$ cat src/rtl/xbar_cfg_chain.sv
// ---------------------------------------------------------------------------
// xbar_cfg_chain
//
// Purpose:
//   Input crossbar for a LUT tile. Each of OUT_W outputs picks one of IN_W
//   inputs using a SEL_W-bit select field. The selects are not a wide static
//   port: they are shifted in serially through a scan chain into a shadow
//   register and then committed in one cycle into the active register, so the
//   routing never changes while a new configuration is being loaded.
//   An optional register stage on the data outputs is selected with PIPE.
//   SEL_W must be wide enough to address every input (2**SEL_W >= IN_W).
//
// Ports:
//   clk            clock
//   reset          synchronous, active-high reset
//   io_xbar_in     [IN_W]  crossbar data inputs
//   io_xbar_out    [OUT_W] crossbar data outputs
//   io_cfg_en      shift enable for the scan chain
//   io_cfg_din     serial configuration bit in
//   io_cfg_dout    serial configuration bit out (shadow bit 0), for chaining
//   io_cfg_commit  single-cycle request to copy shadow into active
//   io_cfg_full    high once a complete configuration has been shifted in
//   io_cfg_err     one-cycle pulse after a commit requested while not full
// ---------------------------------------------------------------------------
module xbar_cfg_chain #(
  parameter int IN_W  = 23,
  parameter int OUT_W = 30,
  parameter int SEL_W = 5,
  parameter int PIPE  = 1
) (
  input  logic             clk,
  input  logic             reset,
  input  logic [IN_W-1:0]  io_xbar_in,
  output logic [OUT_W-1:0] io_xbar_out,
  input  logic             io_cfg_en,
  input  logic             io_cfg_din,
  output logic             io_cfg_dout,
  input  logic             io_cfg_commit,
  output logic             io_cfg_full,
  output logic             io_cfg_err
);

  localparam int CFG_W = OUT_W * SEL_W;
  localparam int CNT_W = $clog2(CFG_W + 1);
  localparam int PAD_W = 2 ** SEL_W;

  localparam logic [CNT_W-1:0] CNT_MAX = CNT_W'(CFG_W);

  localparam logic [0:0] ST_LOAD  = 1'b0;
  localparam logic [0:0] ST_READY = 1'b1;

  logic [CFG_W-1:0] r_shadow;
  logic [CFG_W-1:0] r_active;
  logic [CNT_W-1:0] r_count;
  logic [CNT_W-1:0] w_countNext;
  logic [0:0]       r_state;
  logic             r_err;
  logic             w_commitOk;
  logic [PAD_W-1:0] w_inPad;
  logic [OUT_W-1:0] w_route;

  // A commit only takes effect once a whole configuration is in the shadow.
  assign w_commitOk = io_cfg_commit && (r_state == ST_READY);

  // Bit counter: a successful commit restarts the count (counting a shift
  // that happens in the same cycle); otherwise each shift counts up until
  // the counter saturates at a full configuration.
  always_comb begin
    w_countNext = r_count;
    if (w_commitOk) begin
      w_countNext = io_cfg_en ? CNT_W'(1) : '0;
    end else if (io_cfg_en && (r_count != CNT_MAX)) begin
      w_countNext = r_count + CNT_W'(1);
    end
  end

  // Scan chain, active register, counter and LOAD/READY state.
  // The active register copies the shadow value from before this cycle's
  // shift, so a shift and a commit in the same cycle commit the old data.
  // The state follows the next count, which keeps READY equivalent to a
  // full count in every cycle.
  always_ff @(posedge clk) begin
    if (reset) begin
      r_shadow <= '0;
      r_active <= '0;
      r_count  <= '0;
      r_state  <= ST_LOAD;
      r_err    <= 1'b0;
    end else begin
      if (io_cfg_en) begin
        r_shadow <= {io_cfg_din, r_shadow[CFG_W-1:1]};
      end
      if (w_commitOk) begin
        r_active <= r_shadow;
      end
      r_count <= w_countNext;
      r_state <= (w_countNext == CNT_MAX) ? ST_READY : ST_LOAD;
      r_err   <= io_cfg_commit && (r_state == ST_LOAD);
    end
  end

  // Zero-extend the inputs to the full select range so that select values
  // beyond the last real input read a constant 0 rather than an undefined bit.
  always_comb begin
    w_inPad             = '0;
    w_inPad[IN_W-1:0]   = io_xbar_in;
  end

  for (genvar k = 0; k < OUT_W; k++) begin : g_sel
    assign w_route[k] = w_inPad[r_active[k*SEL_W +: SEL_W]];
  end

  // Optional output register; when present it is cleared by reset along
  // with the configuration state.
  if (PIPE != 0) begin : g_pipe
    logic [OUT_W-1:0] r_out;

    always_ff @(posedge clk) begin
      if (reset) begin
        r_out <= '0;
      end else begin
        r_out <= w_route;
      end
    end

    assign io_xbar_out = r_out;
  end else begin : g_comb
    assign io_xbar_out = w_route;
  end

  assign io_cfg_dout = r_shadow[0];
  assign io_cfg_full = (r_state == ST_READY);
  assign io_cfg_err  = r_err;

endmodule
$ cat config.mk
export PLATFORM = sky130hd
export DESIGN_NAME = xbar_cfg_chain
export DESIGN_NICKNAME = d
export VERILOG_FILES = /design/src/rtl/xbar_cfg_chain.sv
export SDC_FILE = /design/constraint.sdc
export NUM_CORES = 1
export LEC_CHECK = 0
export BUFFER_PORTS_ARGS = -buffer_cell sky130_fd_sc_hd__buf_2
export CAP_MARGIN = 15
export CELL_PAD_IN_SITES_DETAIL_PLACEMENT = 0
export CELL_PAD_IN_SITES_GLOBAL_PLACEMENT = 2
export CORE_ASPECT_RATIO = 0.9
export CORE_MARGIN = 1
export CORE_UTILIZATION = 25
export DETAILED_ROUTE_END_ITERATION = 8
export PLACE_DENSITY = 0.64
export SLEW_MARGIN = 20
export SYNTH_ARGS = -nofsm -noshare
export SYNTH_HDL_FRONTEND = slang
export SYNTH_SLANG_ARGS = --single-unit
$ cat constraint.sdc
create_clock -name clk -period 4.7 [get_ports clk]
set_input_delay 0.47 -clock clk [delete_from_list [all_inputs] [get_ports clk]]
set_output_delay 0.47 -clock clk [all_outputs]
set_load 0.03 [all_outputs]
==> key figures <==
GRT
  • Overflow after GRT: 0
  • Largest net degree at the start of global routing: between 100 and 150
  • Vias in the first global route: 14000
  • First-pass GRT wire length: 86300 um
  • GRT Total Usage: 0.148
  • Initial antenna violation count: 4

Setup path
  • Worst-path fanout max: between 100 and 150
  • Slowest stage delay, CP: around 0.49 ns
  • CP Launch Type: flip-flop
  • Slowest cell on the critical path: buf_12
  • Worst Path Required: between 5 and 6 ns
  • CP Capture Type: flip-flop
  • Worst-path cell chain: nand2_4, buf_12, a21o_1, o311ai_1, and4_1
  • Kind of critical path: flip-flop to flip-flop
  • Crit path DAT: 2.34 ns

Power and ir drop
  • Power per cell area: 334 nW/um^2
  • Worst VDD drop: 0.000175 V
  • Leakage power: approximately 6.6 nW

Hold path
  • Worst min-delay path class: input pin to flip-flop

Clocking
  • Num CTS Buffers: between 40 and 50
  • Clock slew at reported path FFs: 0.05 ns
  • Maximum root-to-sink buffer count: 3
  • Htree depth: 2
  • Cts hold-fix bufs: 0
  • Post CTS Setup Buffer Count: 0
  • Num Clock Sinks: 340
  • Resized Gates After CTS: 0
  • Clock root buffer: clkbuf_16
  • CTS tree: built
  • Clock latency at the later pin of the worst-skew pair: 0.58 ns

Timing
  • Rel. slew slack: 0.434
  • Unrepaired setup endpoints after global routing: no
  • # setup viols final: 0
  • Final Hold Viols: 0
  • Setup TNS: 0 ns
  • Fin crit share: 0.403
  • Worst-margin pin slew: 0.849 ns
  • Crit path time final: 1.89 ns
  • Clock Skew: 0.0219 ns
  • Max Fclk: roughly 530 MHz
  • Hold slack final: 0.181 ns
  • Max-slew violation total from the final report: 0

Logic synthesis
  • Register area share after synthesis: 0.372
  • Yosys warnings: 0
  • Yosys reg bits: 340
  • Synth Instances: 2010
  • Post-Syn Nets: 2040
  • Unique masters post-synth: 39
  • Syn Std Cell Area: 18300 um^2
  • Syn avg cell area: 9.11 um^2

Route
  • Vias per cell: roughly 5
  • Initial DRC count: roughly 1100
  • Total vias in the final route: 14500
  • Drt pass-1 iters: 5
  • DRC viols: 0
  • Remaining antenna violation count: 0
  • Drt total wl: 55000 um
  • Routed length per instance: 19.0 um

Die
  • I/O pin total: 61
  • Std-Cell Core Area: about 70000 um^2
  • Number of core rows: 93
  • Die height: 259 um
  • Initial core utilization: 0.254
  • Die Area: 74300 um^2
  • Die Wd: between 200 and 300 um

Placement
  • DPL Wire Length: 34000 um
  • GP Congestion: 0.782
  • Port Buffer Count: 60
  • Placed instance area: 19100 um^2

Final layout
  • Design area: 20600 um^2
  • Share of cells above drive strength 1: 0.159
  • Area Overhead vs Synth: 12.6%
  • Total area of sequential cells: around 6800 um^2
  • Nets: 1936
  • # fillers: 7594
  • N_diodes: 0
  • Multi-input logic area: 10400 um^2

Run status
  • Status: finished clean

Flow run
  • Max-cap viol count: 0
[sequential cells by signal, summed over array words and instances (netlist names)]
name	cells
r_active	150
io_xbar_out	30
r_shadow	150
io_cfg_err	1
r_count	8
io_cfg_full	1
[cell type report]
cell class                 count  area share
multi-input combinational   1392       0.503
inverter                      32     0.00582
clock inverter                16      0.0123
tap                          950      0.0576
timing repair buffer          98      0.0317
sequential                   340       0.330
clock buffer                  59      0.0595
[worst max-delay path: cells and delay by family, from the launching register on]
| kind | cells | cell delay [ns] |
|---|---|---|
| and+or+nand+nor | 2 | 0.62 |
| buffers and inverters | 1 | 0.49 |
| DFF | 1 | 0.36 |
| AOI/OAI and AO/OA | 2 | 0.30 |
[placed cells by master, fill, tap and decap left out, types with 10 or more instances in the layout]
| cell type | instances |
|---|---|
| nor3b_1 | 30 |
| nand3b_1 | 60 |
| nand4b_1 | 30 |
| nor2b_1 | 31 |
| inv_1 | 32 |
| mux4_2 | 92 |
| mux2i_1 | 240 |
| dfxtp_1 | 340 |
| clkbuf_8 | 10 |
| mux2_2 | 46 |
| buf_4 | 34 |
| a2111oi_0 | 29 |
| nor2_1 | 188 |
| buf_2 | 58 |
| nand2_1 | 303 |
| a31oi_1 | 88 |
| a21oi_1 | 150 |
| mux2_1 | 12 |
| o211ai_1 | 59 |
| clkbuf_16 | 43 |
[logic make-up after synthesis]
group,synth area share
and+or+nand+nor,0.168
muxes,0.280
DFF,0.372
AOI/OAI and AO/OA,0.113
buffers and inverters,0.0621
xor gates and xnor gates,0.00287
adders and majority gates,0.00137
[cells in the mapped netlist (all sizes together)]
library cell | count | share of area
a2111oi | 29 | 0.014
nor3b | 30 | 0.012
ha | 2 | 0.0014
xor2 | 4 | 0.0019
a31oi | 88 | 0.030
inv | 32 | 0.0066
mux2 | 58 | 0.036
mux2i | 240 | 0.13
nand4 | 2 | 0.00068
dfxtp | 340 | 0.37
o21ai | 2 | 0.00055
and2 | 3 | 0.0011
and4 | 3 | 0.0016
buf | 81 | 0.022
a21o | 1 | 0.00041
a21bo | 1 | 0.00055
o311ai | 2 | 0.00096
mux4 | 92 | 0.11
nand2b | 3 | 0.0010
nand4b | 30 | 0.014
nand3b | 60 | 0.025
a211oi | 2 | 0.00082
clkbuf | 165 | 0.034
nor2b | 31 | 0.011
nand2 | 304 | 0.062
o211ai | 59 | 0.024
o2111ai | 1 | 0.00048
or3 | 2 | 0.00068
xnor2 | 2 | 0.00096
nor2 | 188 | 0.039
nor3 | 1 | 0.00027
o31a | 1 | 0.00048
nand3 | 1 | 0.00027
a21oi | 150 | 0.041
[path summary, 6_finish.rpt]
| check | cells after the start | endpoint | start | slack [ns] |
|---|---|---|---|---|
| setup reg to reg | 5 | io_cfg_full | io_cfg_full | 2.81 |
| hold reg to reg | 2 | r_active[104] | r_shadow[104] | 0.46 |
| setup / recovery | 5 | io_cfg_full | io_cfg_full | 2.81 |
| hold / removal | 3 | r_shadow[149] | io_cfg_din | 0.18 |
[power breakdown]
group / leakage [nW] / total, mW / internal (mW) / switching [mW]
logic: 3.15 / 0.496 / 0.179 / 0.318
clock network: 0.722 / 3.48 / 2.15 / 1.33
registers: 2.75 / 2.91 / 2.90 / 0.0132
total: 6.62 / 6.89 / 5.23 / 1.66
[stage by stage]
stage                     instances  total power, mW   util  worst slack (ns)
after detailed placement       2812             3.47  0.266              2.43
after floorplan                2010             3.29      -              3.10
after global placement         2812             3.47  0.266              2.43
after global routing           2887             7.16  0.286              2.58
after CTS                      2887             7.02  0.286              2.72
final                          2887             6.89  0.286              2.81
[per-layer routing]
layer	up-vias	track usage	wire, um
met5	-	0	0
met4	0	0.0399	966
met3	66	0.0274	2940
met2	349	0.216	23200
met1	7122	0.219	27900
li1	6961	-	-
(Power assumes the default switching activity.)
